--- config.mk ---
export PLATFORM = sky130hd
export DESIGN_NAME = button_repeat_conditioner
export DESIGN_NICKNAME = d
export VERILOG_FILES = /design/src/rtl/clock_pkg.sv /design/src/rtl/sync_2ff.sv /design/src/rtl/button_repeat_conditioner.sv
export SDC_FILE = /design/constraint.sdc
export NUM_CORES = 1
export LEC_CHECK = 0
export ABC_AREA = 1
export CAP_MARGIN = 20
export CORE_MARGIN = 1
export CORE_UTILIZATION = 56
export CTS_CLUSTER_SIZE = 16
export DETAILED_ROUTE_END_ITERATION = 7
export DONT_BUFFER_PORTS = 1
export PLACE_DENSITY = 0.75
export SLEW_MARGIN = 20
export SYNTH_ARGS = -nofsm -noshare
export SYNTH_HDL_FRONTEND = slang
export SYNTH_SLANG_ARGS = --single-unit
--- constraint.sdc ---
create_clock -name clk -period 1.6 [get_ports clk]
set_clock_uncertainty 0.15 [all_clocks]
set_input_delay 0.32 -clock clk [delete_from_list [all_inputs] [get_ports clk]]
set_output_delay 0.32 -clock clk [all_outputs]
set_load 0.05 [all_outputs]
--- src/rtl/clock_pkg.sv ---
// Shared constants for the clock/alarm front end: FSM state encoding and
// default debounce/auto-repeat timing, in 1 kHz ticks.
package clock_pkg;

  localparam logic [2:0] IDLE     = 3'd0;
  localparam logic [2:0] DB_PRESS = 3'd1;
  localparam logic [2:0] HELD     = 3'd2;
  localparam logic [2:0] REPEAT   = 3'd3;
  localparam logic [2:0] DB_REL   = 3'd4;

  typedef enum logic [2:0] {
    StIdle    = IDLE,
    StDbPress = DB_PRESS,
    StHeld    = HELD,
    StRepeat  = REPEAT,
    StDbRel   = DB_REL
  } state_e;

  localparam int unsigned DEBOUNCE_MS     = 20;
  localparam int unsigned REPEAT_DELAY_MS = 500;
  localparam int unsigned REPEAT_RATE_MS  = 100;

endpackage

--- src/rtl/sync_2ff.sv ---
// Two-flop synchroniser for a single asynchronous level input.
// The reset value is a parameter so idle-high (active-low) inputs come out of
// reset in their inactive state.
module sync_2ff #(
  parameter logic RESET_VAL = 1'b1
) (
  input  logic clk,
  input  logic rst,
  input  logic d,
  output logic q
);

  logic meta;

  // Two back-to-back flops; synchronous reset to the inactive level.
  always_ff @(posedge clk) begin
    if (rst) begin
      meta <= RESET_VAL;
      q    <= RESET_VAL;
    end else begin
      meta <= d;
      q    <= meta;
    end
  end

endmodule

--- src/rtl/button_repeat_conditioner.sv ---
// Push-button conditioner: synchronise, debounce against the 1 kHz strobe,
// emit a step pulse on press and auto-repeat step pulses while held.
// Optional build macro RELEASE_PULSE_EN adds a release_pulse output that fires
// once when an accepted press is released.
module button_repeat_conditioner #(
  parameter int unsigned DEBOUNCE_MS     = clock_pkg::DEBOUNCE_MS,
  parameter int unsigned REPEAT_DELAY_MS = clock_pkg::REPEAT_DELAY_MS,
  parameter int unsigned REPEAT_RATE_MS  = clock_pkg::REPEAT_RATE_MS,
  parameter int unsigned CNT_W           = 10
) (
  input  logic clk,
  input  logic rst,
  input  logic tick_1khz,
  input  logic btn_n,
  output logic btn_db_n,
  output logic press_pulse,
  output logic repeat_pulse,
  output logic step_pulse,
  output logic long_hold
`ifdef RELEASE_PULSE_EN
  ,
  output logic release_pulse
`endif
);

  import clock_pkg::*;

  // Terminal counts: a phase ends on the tick that finds cnt at these values.
  localparam logic [CNT_W-1:0] DbLast   = CNT_W'(DEBOUNCE_MS - 1);
  localparam logic [CNT_W-1:0] HoldLast = CNT_W'(REPEAT_DELAY_MS - DEBOUNCE_MS - 1);
  localparam logic [CNT_W-1:0] RateLast = CNT_W'(REPEAT_RATE_MS - 1);

  logic             s_n;
  state_e           state_q;
  logic [CNT_W-1:0] cnt_q;
  logic [CNT_W-1:0] cnt_inc;
  logic             held_from_q;  // 1: DB_REL was entered from REPEAT

  sync_2ff #(
    .RESET_VAL(1'b1)
  ) u_sync (
    .clk(clk),
    .rst(rst),
    .d  (btn_n),
    .q  (s_n)
  );

  // Saturating increment so the counter can never wrap.
  always_comb begin
    cnt_inc = (cnt_q == {CNT_W{1'b1}}) ? cnt_q : cnt_q + 1'b1;
  end

  // Debounce/repeat FSM with all outputs registered; pulses default low.
  always_ff @(posedge clk) begin
    if (rst) begin
      state_q       <= StIdle;
      cnt_q         <= '0;
      held_from_q   <= 1'b0;
      btn_db_n      <= 1'b1;
      press_pulse   <= 1'b0;
      repeat_pulse  <= 1'b0;
      step_pulse    <= 1'b0;
      long_hold     <= 1'b0;
`ifdef RELEASE_PULSE_EN
      release_pulse <= 1'b0;
`endif
    end else begin
      press_pulse   <= 1'b0;
      repeat_pulse  <= 1'b0;
      step_pulse    <= 1'b0;
`ifdef RELEASE_PULSE_EN
      release_pulse <= 1'b0;
`endif
      unique case (state_q)
        StIdle: begin
          btn_db_n <= 1'b1;
          if (!s_n) begin
            state_q <= StDbPress;
            cnt_q   <= '0;
          end
        end
        StDbPress: begin
          // An input change beats a coincident tick.
          if (s_n) begin
            state_q <= StIdle;
            cnt_q   <= '0;
          end else if (tick_1khz) begin
            if (cnt_q == DbLast) begin
              state_q     <= StHeld;
              cnt_q       <= '0;
              btn_db_n    <= 1'b0;
              press_pulse <= 1'b1;
              step_pulse  <= 1'b1;
            end else begin
              cnt_q <= cnt_inc;
            end
          end
        end
        StHeld: begin
          if (s_n) begin
            state_q     <= StDbRel;
            cnt_q       <= '0;
            held_from_q <= 1'b0;
          end else if (tick_1khz) begin
            if (cnt_q == HoldLast) begin
              state_q      <= StRepeat;
              cnt_q        <= '0;
              long_hold    <= 1'b1;
              repeat_pulse <= 1'b1;
              step_pulse   <= 1'b1;
            end else begin
              cnt_q <= cnt_inc;
            end
          end
        end
        StRepeat: begin
          if (s_n) begin
            state_q     <= StDbRel;
            cnt_q       <= '0;
            held_from_q <= 1'b1;
          end else if (tick_1khz) begin
            if (cnt_q == RateLast) begin
              cnt_q        <= '0;
              repeat_pulse <= 1'b1;
              step_pulse   <= 1'b1;
            end else begin
              cnt_q <= cnt_inc;
            end
          end
        end
        StDbRel: begin
          // Release bounce: resume the held phase with a fresh interval.
          if (!s_n) begin
            state_q <= held_from_q ? StRepeat : StHeld;
            cnt_q   <= '0;
          end else if (tick_1khz) begin
            if (cnt_q == DbLast) begin
              state_q       <= StIdle;
              cnt_q         <= '0;
              btn_db_n      <= 1'b1;
              long_hold     <= 1'b0;
`ifdef RELEASE_PULSE_EN
              release_pulse <= 1'b1;
`endif
            end else begin
              cnt_q <= cnt_inc;
            end
          end
        end
        default: begin
          state_q <= StIdle;
          cnt_q   <= '0;
        end
      endcase
    end
  end

endmodule

==> impl_metrics.py <==
metrics = {
    "run_status": {
        "status": "finished with violations",
        "violations": "hold timing, setup timing",
    },
    "run": {
        "maxCapViolCount": 0,
    },
    "pwr": {
        "powerDensity_nw_per_um2": 989.7,
        "clockPowerShare_pct": 13.6,
        "cellLeakagePower_nw": 0.8826,
        "ir_drop_uv": 1132,
        "power.switching_uw": 852.0,
        "netSwitchingFraction_pct": 44.45,
        "combPwrFrac_pct": 50.9,
        "internal-power_mw": 1.065,
        "seq_power_share_pct": 35.5,
    },
    "final_layout": {
        "areaGrowthSynthToFinish_pct": 25.34,
        "final_util_pct": 76.11,
        "layout-drive-gt1-share_pct": 27.70,
        "fillerInstances": 212,
        "multi_input_area_um2": 1060,
        "antenna-diode-count": 0,
        "regArea_um2": 431.7,
        "nets": 302,
        "final_cell_count_no_fill": 326,
    },
    "global_route": {
        "grt_use_total_pct": 30.02,
        "grt_pass1_vias": 1458,
        "grt_max_degree": 17,
        "antenna_found_initial": 0,
        "gr-total-overflow": 0,
        "grt_pass1_wl_mm": 6.396,
    },
    "routing": {
        "firstDrtPassIters": 4,
        "routed_wirelength_mm": 4.268,
        "wl_per_cell_um": 13.09,
        "vias": 1759,
        "drc": 0,
        "drtIter0Drc": 75,
        "vias_per_cell": 5.396,
        "ant_nets": 0,
    },
    "timing": {
        "setup_violations": 8,
        "rsz0062_at_grt": "yes",
        "period_share_pct": 102.6,
        "slew_viol_final": 0,
        "layout_min_cycle_time_ns": 1.641,
        "worstMarginPinSlew_ns": 0.5148,
        "hold_viol": 14,
        "holdWs_ns": -0.1122,
        "slew_headroom_pct": 65.63,
        "worst_slack_ns": -0.04105,
        "max_freq_mhz": 609.4,
    },
    "clocking": {
        "numCtsBuffers": 3,
        "hold_buffers": 2,
        "path_clk_slew_ns": 0.12,
        "htreeDepth": 1,
        "clock-sinks": 21,
        "cts_tree": "yes",
        "cts_buffer_depth": 2,
        "cts-root-buf": "clkbuf_4",
        "clk_latency_ns": 0.32,
    },
    "place": {
        "numPortBuffers": 0,
        "gp_congestion": 0.9255,
        "placed_cells_incl_taps": 317,
        "hpwl_mm": 3.138,
    },
    "setup_path": {
        "cp-end-kind": "flip-flop",
        "r2r_start": "cnt_q[0]$_SDFFE_PP0P_",
        "cp-start-kind": "flip-flop",
        "arrival_ns": 1.72,
        "r2r_end": "state_q[1]$_SDFFE_PP0P_",
        "crit_fanout": 7,
        "path_class": "flip-flop to flip-flop",
        "ff2ff_setup_slack_ns": -0.04,
        "worst_r2r_path_depth": 10,
        "setup.worst_path.start": "cnt_q[0]$_SDFFE_PP0P_",
        "worstPathRequired_ns": 1.68,
        "crit_end": "state_q[1]$_SDFFE_PP0P_",
    },
    "logic_synthesis": {
        "syn-num-nets": 271,
        "syn_inst": 266,
        "synth_area_per_cell_um2": 5.809,
        "yosys.cell_types.count": 25,
        "ys_warn_count": 0,
        "yosys_register_bits": 21,
        "synth_area_um2": 1545,
        "ys_seq_area_share_pct": 27.21,
    },
    "die": {
        "die_h_um": 54.53,
        "fp.dieW_um": 54.53,
        "start_util_pct": 60.72,
        "pin_count": 9,
        "dieArea_um2": 2974,
        "core_area_um2": 2545,
        "floorplan.rows": 18,
    },
    "min_path": {
        "hp-start": "rst",
        "hold_depth": 1,
        "worstHoldPathType": "input port to flip-flop",
    },
}
layer usage:
metal | routed length (µm) | GRT usage (%)
met1 | 1955 | 39.64
met2 | 1976 | 48.78
met3 | 297 | 5.833
met4 | 39 | 8.974
met5 | 0 | 0
cells in the mapped netlist:
library cell  count  share of area [%]
nor2_2            1               0.41
clkbuf_1          2               0.49
buf_4             4                1.9
inv_1            21                5.1
buf_2             4                1.3
o22ai_1           1               0.41
nand3_2           1               0.65
a21oi_1          21                6.8
nor3_1            4                1.3
or2_2             3                1.2
o21ai_1           2               0.65
dfxtp_1          21                 27
nand2_1          82                 20
nor3_2            1               0.65
inv_2             5                1.2
nand4_2           1               0.81
nor2_4            3                2.2
nand3_1          38                 12
nand4_1           6                2.4
nor2_1           31                7.5
xor2_1            1               0.57
clkinv_2          1               0.32
o21ai_0           8                2.6
nand2_2           3                1.2
ha_1              1               0.81
registers in the layout, summed over array words and instances (netlist names):
| register | count |
|---|---|
| btn_db_n | 1 |
| cnt_q | 10 |
| held_from_q | 1 |
| long_hold | 1 |
| press_pulse | 1 |
| repeat_pulse | 1 |
| state_q | 3 |
| step_pulse | 1 |
| u_sync.meta | 1 |
| u_sync.q | 1 |
final cells by class:
class	instances	share of cell area (%)
Timing Repair Buffer	35	13.82
Clock inverter	1	0.2584
Sequential cell	21	22.29
Clock buffer	3	1.163
Timing Repair inverter	1	0.3876
Multi-Input combinational cell	208	54.72
Tap cell	30	1.938
Inverter	27	5.426
worst min path at each step:
stage / slack (ns) / end
after CTS: -0.11 / cnt_q[1]$_SDFFE_PP0P_
after global placement: 0.24 / cnt_q[0]$_SDFFE_PP0P_
after global routing: -0.12 / cnt_q[0]$_SDFFE_PP0P_
final: -0.11 / cnt_q[0]$_SDFFE_PP0P_
after floorplan: 0.24 / cnt_q[2]$_SDFFE_PP0P_
after detailed placement: 0.24 / cnt_q[1]$_SDFFE_PP0P_
stage by stage:
| stage | total power [mW] | setup slack (ns) | area (µm²) | hold WS [ns] | setup TNS, ns |
|---|---|---|---|---|---|
| after global placement | 1.546 | -0.02834 | 1780 | 0.2352 | -0.02986 |
| final | 1.917 | -0.04105 | 1937 | -0.1122 | -0.1418 |
| after detailed placement | 1.558 | -0.07079 | 1780 | 0.2370 | -0.1162 |
| after CTS | 1.833 | -0.007822 | 1876 | -0.1073 | -0.01408 |
| after global routing | 2.042 | -0.1396 | 1937 | -0.1182 | -1.526 |
| after floorplan | 1.235 | 0.01039 | 1568 | 0.2391 | 0 |
cells in the final DEF, fill, tap and decap left out:
master and instances:
xor2_1 1, clkinvlp_4 1, nor3_1 2, buf_4 33
ha_4 1, clkinv_2 2, inv_2 4, nand2_1 74
dfxtp_4 1, o21ai_0 7, a21oi_2 1, nor2_2 4
inv_1 21, dfxtp_1 14, or2_2 3, nor3_4 1
nand3_1 37, nor2_1 27, nor2_4 4, dlygate4sd3_1 2
nand3_2 2, nand2_4 2, nand4_4 1, nand4_1 6
clkbuf_4 3, a21oi_1 20, o21ai_1 2, inv_4 1
o21ai_2 1, o22ai_1 1, nand2_2 9, dfxtp_2 6
nor3_2 2
power groups by stage:
stage | Clock, mW | Sequential (mW) | Combinational (mW)
2_1_floorplan | 0 | 0.671 | 0.563
5_1_grt | 0.279 | 0.688 | 1.07
3_5_place_dp | 0 | 0.675 | 0.883
3_3_place_gp | 0 | 0.673 | 0.873
4_1_cts | 0.262 | 0.669 | 0.902
6_report | 0.261 | 0.680 | 0.976
logic make-up (layout without fill, tap and decap cells):
family	Yosys count	in the layout	synth area share, %
compound gates	32	32	10.45
xor+xnor	1	1	0.5669
fa+ha+maj	1	1	0.8096
buf+inv	37	67	10.36
flops	21	21	27.21
simple gates	174	174	50.61
critical path, stage by stage, from the launching register on:
cell	delay, ns
dfxtp_2	0.37
ha_4	0.15
nand2_1	0.12
nor2_2	0.14
nand3_2	0.11
nand2_4	0.13
inv_1	0.08
nor2_4	0.14
nand2_1	0.06
nand2_1	0.06
nor2_1	0.04
what timing repair did:
action	in CTS	in global routing
pin swaps	5	7
hold endpoints to repair	15	14
gates cloned	1	0
resized for setup	13	16
buffers inserted	0	2
endpoints found under the setup margin	11	16
No activity file was read; power rests on OpenSTA's default activity.
